<file path="src/rtl/bram_wr_arbiter.sv">
// Write-port controller for a simple-dual-port BRAM: round-robin sharing of the write
// port between two requesters, plus a clear engine that fills the memory with one value.
module bram_wr_arbiter #(
  parameter int unsigned WIDTH = 8,
  parameter int unsigned DEPTH = 256,
  localparam int unsigned ADDRW = $clog2(DEPTH)
) (
  input  logic             clk,
  input  logic             rst,
  input  logic             req0_valid,
  input  logic [ADDRW-1:0] req0_addr,
  input  logic [WIDTH-1:0] req0_data,
  output logic             req0_ready,
  input  logic             req1_valid,
  input  logic [ADDRW-1:0] req1_addr,
  input  logic [WIDTH-1:0] req1_data,
  output logic             req1_ready,
  input  logic             clr_start,
  input  logic [WIDTH-1:0] clr_value,
  output logic             clr_busy,
  output logic             clr_done,
  output logic             bram_we,
  output logic [ADDRW-1:0] bram_addr,
  output logic [WIDTH-1:0] bram_data
);

  // One extra counter bit so the terminal count DEPTH is representable.
  localparam int unsigned CW = ADDRW + 1;
  localparam logic [CW-1:0] CNT_END = CW'(DEPTH);

  localparam logic [0:0] ST_IDLE  = 1'b0;
  localparam logic [0:0] ST_CLEAR = 1'b1;

  logic [0:0]       state_q, state_d;
  logic [CW-1:0]    cnt_q, cnt_d;
  logic [WIDTH-1:0] clr_val_q, clr_val_d;
  logic             last_q, last_d;   // 0: requester 0 granted last, 1: requester 1
  logic             we_d;
  logic [ADDRW-1:0] addr_d;
  logic [WIDTH-1:0] data_d;
  logic             busy_d, done_d;
  logic             grant0, grant1;

  // Round-robin: a lone requester wins; on a tie the one not granted last wins.
  assign grant0 = req0_valid && (!req1_valid || last_q);
  assign grant1 = req1_valid && (!req0_valid || !last_q);

  // Next-state, handshake and next-output logic.
  always_comb begin
    state_d    = state_q;
    cnt_d      = cnt_q;
    clr_val_d  = clr_val_q;
    last_d     = last_q;
    we_d       = 1'b0;
    addr_d     = bram_addr;
    data_d     = bram_data;
    busy_d     = clr_busy;
    done_d     = 1'b0;
    req0_ready = 1'b0;
    req1_ready = 1'b0;

    case (state_q)
      ST_IDLE: begin
        busy_d = 1'b0;
        if (clr_start) begin
          // Address 0 is issued on the same edge that enters CLEAR.
          state_d   = ST_CLEAR;
          clr_val_d = clr_value;
          cnt_d     = CW'(1);
          we_d      = 1'b1;
          addr_d    = '0;
          data_d    = clr_value;
          busy_d    = 1'b1;
        end else if (grant0) begin
          req0_ready = 1'b1;
          last_d     = 1'b0;
          we_d       = 1'b1;
          addr_d     = req0_addr;
          data_d     = req0_data;
        end else if (grant1) begin
          req1_ready = 1'b1;
          last_d     = 1'b1;
          we_d       = 1'b1;
          addr_d     = req1_addr;
          data_d     = req1_data;
        end
      end
      ST_CLEAR: begin
        if (cnt_q == CNT_END) begin
          state_d = ST_IDLE;
          cnt_d   = '0;
          busy_d  = 1'b0;
          done_d  = 1'b1;
        end else begin
          we_d   = 1'b1;
          addr_d = cnt_q[ADDRW-1:0];
          data_d = clr_val_q;
          cnt_d  = cnt_q + CW'(1);
        end
      end
      default: begin
        state_d = ST_IDLE;
        busy_d  = 1'b0;
      end
    endcase
  end

  // State and registered RAM-side outputs.
  always_ff @(posedge clk or posedge rst) begin
    if (rst) begin
      state_q   <= ST_IDLE;
      cnt_q     <= '0;
      clr_val_q <= '0;
      last_q    <= 1'b1;
      bram_we   <= 1'b0;
      bram_addr <= '0;
      bram_data <= '0;
      clr_busy  <= 1'b0;
      clr_done  <= 1'b0;
    end else begin
      state_q   <= state_d;
      cnt_q     <= cnt_d;
      clr_val_q <= clr_val_d;
      last_q    <= last_d;
      bram_we   <= we_d;
      bram_addr <= addr_d;
      bram_data <= data_d;
      clr_busy  <= busy_d;
      clr_done  <= done_d;
    end
  end

endmodule

</file>
<file path="config.mk">
export PLATFORM = sky130hd
export DESIGN_NAME = bram_wr_arbiter
export DESIGN_NICKNAME = d
export VERILOG_FILES = /design/src/rtl/bram_wr_arbiter.sv
export SDC_FILE = /design/constraint.sdc
export NUM_CORES = 1
export LEC_CHECK = 0
export CORE_UTILIZATION = 43
export DETAILED_ROUTE_END_ITERATION = 7
export PLACE_DENSITY = 0.77
export SLEW_MARGIN = 20
export SYNTH_ARGS = -nofsm -noshare
export SYNTH_HDL_FRONTEND = slang
export SYNTH_SLANG_ARGS = --single-unit
export TNS_END_PERCENT = 10
</file>
<file path="constraint.sdc">
create_clock -name clk -period 1.6 [get_ports clk]
set_clock_uncertainty 0.1 [all_clocks]
set_input_delay 0.4 -clock clk [delete_from_list [all_inputs] [get_ports clk]]
set_output_delay 0.4 -clock clk [all_outputs]
set_load 0.01 [all_outputs]
</file>
==> results.md, run 1 <==
* Rel. slew slack at between 60% and 70%
* Max Slew Vio Count at 0
* # rows at 25
* Net switching power at about 1.3 mW
* Pre-CTS WS at -0.7186 ns
* Cell with the most instances after synthesis: dfrtp_1
* Final Critical Period at around 1.8 ns
* Top cells by area, synth: dfrtp_1 (42%), a41oi_2 (5.9%), a31oi_2 (4.6%)
* YS warnings at 0
* Layout cells sized above 1 at about 40%
* Fin crit share at 111.6%
* Setup ws final at -0.1858 ns
* RSZ-0062 raised after global routing: yes
* Via count of the first global-routing pass at 1858
* Die Wd at approximately 74 um
* Least-Margin Pin Slew at 0.4833 ns
* H-tree Lvls at 2
* DRC violations left at 0
* HP Class: input pin to async pin
* 1st-pass router iterations at 4
* Largest net degree at the start of global routing at 37
* CTS tree: built
* CTS Hold Bufs at 0
* Peak VDD IR at around 0.00064 V
* I/O Pins at 66
* Post-synthesis sequential area ratio at a little over two fifths
* Highest Clock Rate at roughly 560 MHz
* Post-Route WL at 6.634 mm
* Non-Filler Instances at 366
* Skew-Pair Late Insertion Delay at between 0.2 and 0.3 ns
* Core area at 4817 um^2
* Crit end category: output pin
* Internal at ~2.5 mW
* Fillers at between 300 and 400
* Clock network fraction of design power at 22.5%
* P_leak at 1.466 nW
* Setup Viol. Count Final at 28
* Layout Nets at around 350
* Post-Syn Area at ~2200 um^2
* Total number of vias at 2008
* Max-cap violations at 0
* Initial antenna violation count at 0
* Ys flop type: dfrtp_1
* Post-route ant nets at 0
* Synth top area share at approximately 42%
* Detailed Route Iter0 Violations at about 150
* DR vias/cell at around 5.5
* Failing checks: setup timing
* I/O Buffers at 65
* Diode count at 0
* Total CTS buffers at 5
* Switching Fraction at a little over a third
* Power per Cell Area at 1073 nW/um^2
* GR Overflow Total at 0
* Hold Fails Final Rpt at 0
* Drt wl/cell at between 15 and 20 um
* Die area at about 5400 um^2
* Number of synthesized flops with an enable pin at 0
* Synthesized instance count at slightly above 200
* First-pass GRT wire length at roughly 9 mm
* Synth Net Count at 249
* Comb pwr share at between 30% and 40%
* Tot Pwr at approximately 3.8 mW
* Crit start category: flip-flop
* #FFs+latches synth at 38
* Clock Pin Slew Worst Setup and Hold Paths at 0.08 ns
* Most common library cells after synthesis: dfrtp_1 (37), nand3_1 (18), nand2_1 (15)
* Ys async rst share at 100.0%
* DP Cell Count at 345
* CTS sink cnt at 38
* Area delta synth->final at 61.07%
* Detailed placement HPWL at approximately 4 mm
* Initial Util at 45.64%
* Required @ worst endpoint at roughly 1.1 ns
* CTS root buf: clkbuf_8
* Final core utilization at ~74%
* Crit path DAT at roughly 1.3 ns
* RD Place Congestion at between 0.8 and 0.9
* Post-Syn Area per Cell at between 10 and 15 um^2
* Post-synthesis cell type count at 40
* Peak fanout along the critical path at 3
* Dominant cell type by area after synthesis: dfrtp_1
* Status: finished, violations left
* Die Ht at around 74 um
* CTS max path bufs at 2
* Seq pwr share at a little under two fifths
* Total GRT Usage at 22.50%
* Critical Setup Path Class: flip-flop to output pin
-- cells by family after synthesis --
logic type / count (synthesis) / synth area share [%]
and+or+nand+nor: 78 / 22.03
xor gates and xnor gates: 2 / 0.7970
DFF: 38 / 43.31
muxes: 8 / 4.098
AOI/OAI and AO/OA: 51 / 22.03
adders and majority gates: 2 / 1.138
buffers and inverters: 23 / 6.601
-- layout by cell type, fill, tap and decap left out, types with 2 or more instances in the layout --
| master | Yosys | final |
|---|---|---|
| dlygate4sd2_1 | 0 | 22 |
| buf_6 | 5 | 9 |
| nand2b_1 | 3 | 2 |
| nor2_1 | 8 | 4 |
| buf_4 | 2 | 29 |
| nand3_1 | 18 | 17 |
| buf_12 | 0 | 5 |
| a21o_1 | 2 | 2 |
| clkdlybuf4s50_1 | 0 | 41 |
| nor4_4 | 1 | 2 |
| and3_4 | 0 | 2 |
| dfrtp_1 | 37 | 37 |
| a31oi_1 | 13 | 11 |
| mux2_2 | 8 | 8 |
| a31oi_4 | 1 | 2 |
| clkbuf_16 | 0 | 2 |
| clkbuf_8 | 0 | 6 |
| a22o_1 | 3 | 3 |
| nor2_4 | 3 | 13 |
| inv_2 | 0 | 2 |
| nor2_2 | 11 | 5 |
| and4_1 | 9 | 9 |
| a31oi_2 | 8 | 9 |
| o21ai_0 | 4 | 3 |
| a22oi_1 | 8 | 8 |
| a41oi_2 | 8 | 8 |
| nand2_1 | 15 | 15 |
-- final timing paths --
kind | start | endpoint | slack [ns] | depth (start not counted)
setup / recovery | last_q | req0_ready | -0.19 | 4
hold / removal | rst | bram_data[7] | 0.31 | 2
setup reg to reg | cnt_q[2] | bram_data[5] | -0.16 | 6
hold reg to reg | clr_busy | clr_busy | 0.40 | 1
max in group asynchronous | rst | cnt_q[6] | 0.63 | 3
min in group clk | clr_busy | clr_busy | 0.40 | 1
-- what timing repair did --
action | 4_1_cts | 5_1_grt
gates resized for setup | 51 | 31
buffers inserted | 4 | 7
pin swaps | 6 | 10
cloned | 0 | 2
endpoints found under the setup margin | 52 | 37
-- metrics by stage --
step	hold WS (ns)	instance area (um^2)	setup TNS [ns]
finish	0.3067	3541	-3.240
global route	0.3371	3541	-5.712
CTS	0.2933	3281	-1.395
detailed placement	0.3692	3077	-13.39
global placement	0.3734	3077	-12.87
floorplan	0.3666	2212	0
-- per-layer routing --
metal | part of all wire (%) | global-route usage, % | up-vias
met5 | 0 | 0 | -
met4 | 2.7 | 6.410 | 0
met3 | 4.7 | 4.252 | 12
met2 | 52 | 37.92 | 72
met1 | 41 | 29.45 | 982
li1 | - | - | 942
-- power groups by stage --
stage               Sequential, mW  Clock, mW  Combinational (mW)
detailed placement            1.43          0                1.32
global placement              1.41          0                1.28
CTS                           1.43      0.861                1.27
finish                        1.44      0.854                1.50
floorplan                     1.47          0               0.632
global route                  1.47      0.902                1.60
-- worst max-delay path: stages, from the launching register on --
cell      delay (ns)
dfstp_2         0.56
nand2b_4        0.15
nand2_4         0.06
nor2_4          0.12
buf_6           0.11
-- state kept, by name (all words and copies together), names as in the netlist --
signal and flops:
cnt_q 9, bram_addr 8, bram_data 8, clr_val_q 8
bram_we 1, clr_busy 1, clr_done 1, last_q 1
state_q 1
-- final cells by class --
cell class	instances	area, um^2	share of cell area (%)
flip-flops and latches	38	952.2	26.89
clock buffers	7	86.33	2.438
multi-input cells	141	1290	36.43
repair buffers	109	1087	30.71
clock inverters	1	30.03	0.8481
well taps	67	83.83	2.367
inverters	3	11.26	0.3180
Power figures use the tool's default switching activity.
==> run 2: changes to the inputs <==
- RECOVER_POWER: unset -> 100
- SLEW_MARGIN: 20 -> unset
==> run 2 against run 1 <==
Against the previous run:
- the run still ends with setup timing left
- critical path depth is the same
- non-clock buffer count is the same
- flip-flop and latch count is the same
- cell count is the same
- critical path type unchanged
- critical endpoint unchanged
==> results.md, run 2 (same netlist as run 1, synthesis figures left out) <==
* Most frequent cells in the layout: clkdlybuf4s50_1 (40), dfrtp_1 (37), buf_4 (28) (was clkdlybuf4s50_1 (41), dfrtp_1 (37), buf_4 (29))
* Crit path DAT at 1.28 ns (was 1.29 ns)
* Max-cap violations at 0 (unchanged)
* H-tree Lvls at 2 (unchanged)
* DR vias/cell at 5.549 (was 5.486)
* Final Critical Period at 1.784 ns (was 1.786 ns)
* Die area at 5402 um^2 (unchanged)
* CTS sink cnt at 38 (unchanged)
* Highest Clock Rate at 560.5 MHz (was 560.0 MHz)
* Area delta synth->final at 59.48% (was 61.07%)
* Drt wl/cell at 18.13 um (about the same)
* Setup ws final at -0.1841 ns (was -0.1858 ns)
* Die Wd at 73.50 um (unchanged)
* Seq pwr share at 38.1% (was 38.0%)
* Top reg by flops: cnt_q (unchanged)
* Post-Route WL at 6.637 mm (was 6.634 mm)
* Total GRT Usage at 22.50% (unchanged)
* Rel. slew slack at 66.27% (was 67.53%)
* Crit-path slowest cell: dfstp_2 (unchanged)
* Required @ worst endpoint at 1.10 ns (about the same)
* Peak VDD IR at 0.0006442 V (was 0.0006410 V)
* Net switching power at 1.314 mW (was 1.323 mW)
* Via count of the first global-routing pass at 1858 (unchanged)
* Tot Pwr at 3.782 mW (was 3.801 mW)
* HP Class: input pin to async pin (unchanged)
* Worst r2r path cells at 6 (unchanged)
* Worst Hold Slack at 0.3948 ns (was 0.3067 ns)
* I/O Buffers at 65 (unchanged)
* Peak fanout along the critical path at 3 (unchanged)
* Setup Viol. Count Final at 27 (was 28)
* Switching Fraction at 34.74% (was 34.81%)
* CTS tree: built (unchanged)
* Max Slew Vio Count at 0 (unchanged)
* Least-Margin Pin Slew at 0.5060 ns (was 0.4833 ns)
* Diode count at 0 (unchanged)
* Most common cell after layout, fill and taps aside: clkdlybuf4s50_1 (unchanged)
* Crit-path cells: nand2b_4 > nand2_4 > nor2_4 > buf_6 (unchanged)
* Internal at 2.468 mW (was 2.478 mW)
* First-pass GRT wire length at 8.956 mm (unchanged)
* Largest net degree at the start of global routing at 37 (unchanged)
* Initial antenna violation count at 0 (unchanged)
* Fin crit share at 111.5% (was 111.6%)
* RSZ-0062 raised after global routing: yes (unchanged)
* Initial Util at 45.64% (unchanged)
* I/O Pins at 66 (unchanged)
* DRC violations left at 0 (unchanged)
* Core area at 4817 um^2 (unchanged)
* P_leak at 1.449 nW (was 1.466 nW)
* Clock Pin Slew Worst Setup and Hold Paths at 0.08 ns (about the same)
* Comb pwr share at 39.4% (was 39.6%)
* Detailed Route Iter0 Violations at 138 (was 146)
* # rows at 25 (unchanged)
* CTS max path bufs at 2 (unchanged)
* Die Ht at 73.50 um (unchanged)
* 1st-pass router iterations at 5 (was 4)
* Status: finished, violations left (unchanged)
* CTS root buf: clkbuf_8 (unchanged)
* Crit end category: output pin (unchanged)
* Detailed placement HPWL at 3.989 mm (unchanged)
* Max FFs per register at 9 (unchanged)
* Layout Nets at 345 (unchanged)
* RD Place Congestion at 0.8162 (unchanged)
* Layout cells sized above 1 at 38.80% (was 39.46%)
* Crit start category: flip-flop (unchanged)
* Post-route ant nets at 0 (unchanged)
* Hold Fails Final Rpt at 0 (unchanged)
* Skew-Pair Late Insertion Delay at 0.29 ns (about the same)
* Failing checks: setup timing (unchanged)
* Clock network fraction of design power at 22.5% (about the same)
* CTS Hold Bufs at 0 (unchanged)
* Max incr delay on CP at 0.56 ns (about the same)
* Total CTS buffers at 5 (unchanged)
* Power per Cell Area at 1079 nW/um^2 (was 1073 nW/um^2)
* Fillers at 360 (was 353)
* GR Overflow Total at 0 (unchanged)
* Critical Setup Path Class: flip-flop to output pin (unchanged)
* Total number of vias at 2031 (was 2008)
[run 2: cell types whose count changed in the layout (fill, tap and decap cells not counted)]
cell,change
clkdlybuf4s50_1,-1
clkbuf_1,+2
clkbuf_2,+1
buf_12,-2
dlygate4sd3_1,+1
buf_4,-1
[run 2: final timing paths]
path	to	start	slack, ns
max	req0_ready	last_q	-0.18
max reg2reg	bram_data[5]	cnt_q[2]	-0.16
min reg2reg	clr_busy	clr_busy	0.40
max in group asynchronous	cnt_q[3]	rst	0.22
min	bram_data[7]	rst	0.39
min in group clk	clr_busy	clr_busy	0.40
[run 2: metal layers]
| layer | track usage, % | up-vias | wire length [um] |
|---|---|---|---|
| met5 | 0 | - | 0 |
| met4 | 6.410 | 0 | 143 |
| met3 | 4.252 | 10 | 309 |
| met2 | 37.92 | 79 | 3457 |
| met1 | 29.45 | 997 | 2727 |
| li1 | - | 945 | - |
[run 2: final cells by class]
| cell class | instances | area (um^2) | area share, % |
|---|---|---|---|
| repair buffers | 109 | 1052 | 30.01 |
| clock inverters | 1 | 30.03 | 0.8565 |
| well taps | 67 | 83.83 | 2.391 |
| multi-input cells | 141 | 1290 | 36.80 |
| clock buffers | 7 | 86.33 | 2.463 |
| inverters | 3 | 11.26 | 0.3212 |
| flip-flops and latches | 38 | 952.2 | 27.16 |
[run 2: per-stage QoR]
stage | setup TNS [ns] | instances | area [um^2] | setup slack, ns | utilization (%)
6_report | -3.035 | 366 | 3506 | -0.1841 | 72.78
5_1_grt | -5.712 | 366 | 3506 | -0.2606 | 72.78
4_1_cts | -1.395 | 357 | 3281 | -0.1749 | 68.10
3_5_place_dp | -13.39 | 345 | 3077 | -0.7186 | 63.87
3_3_place_gp | -12.87 | 345 | 3077 | -0.7154 | 63.87
2_1_floorplan | 0 | 202 | 2212 | 0.002438 | -
[run 2: repair_timing]
item                       in CTS  in global routing
gates cloned                    0                  2
setup buffers                   4                  7
setup endpoints to repair      52                 37
pin swaps                       6                 10
gates resized for setup        51                 31
[run 2: worst max-delay path: cells and delay by family (launching register included)]
family / cells / cell delay [ns]
buffers and inverters: 1 / 0.11
flip-flops: 1 / 0.56
AND/OR/NAND/NOR: 3 / 0.32
[run 2: power groups by stage]
stage	registers, mW	clock network, mW	logic, mW
after floorplan	1.47	0	0.632
after global placement	1.41	0	1.28
after detailed placement	1.43	0	1.32
after CTS	1.43	0.861	1.27
after global routing	1.47	0.902	1.59
final	1.44	0.851	1.49
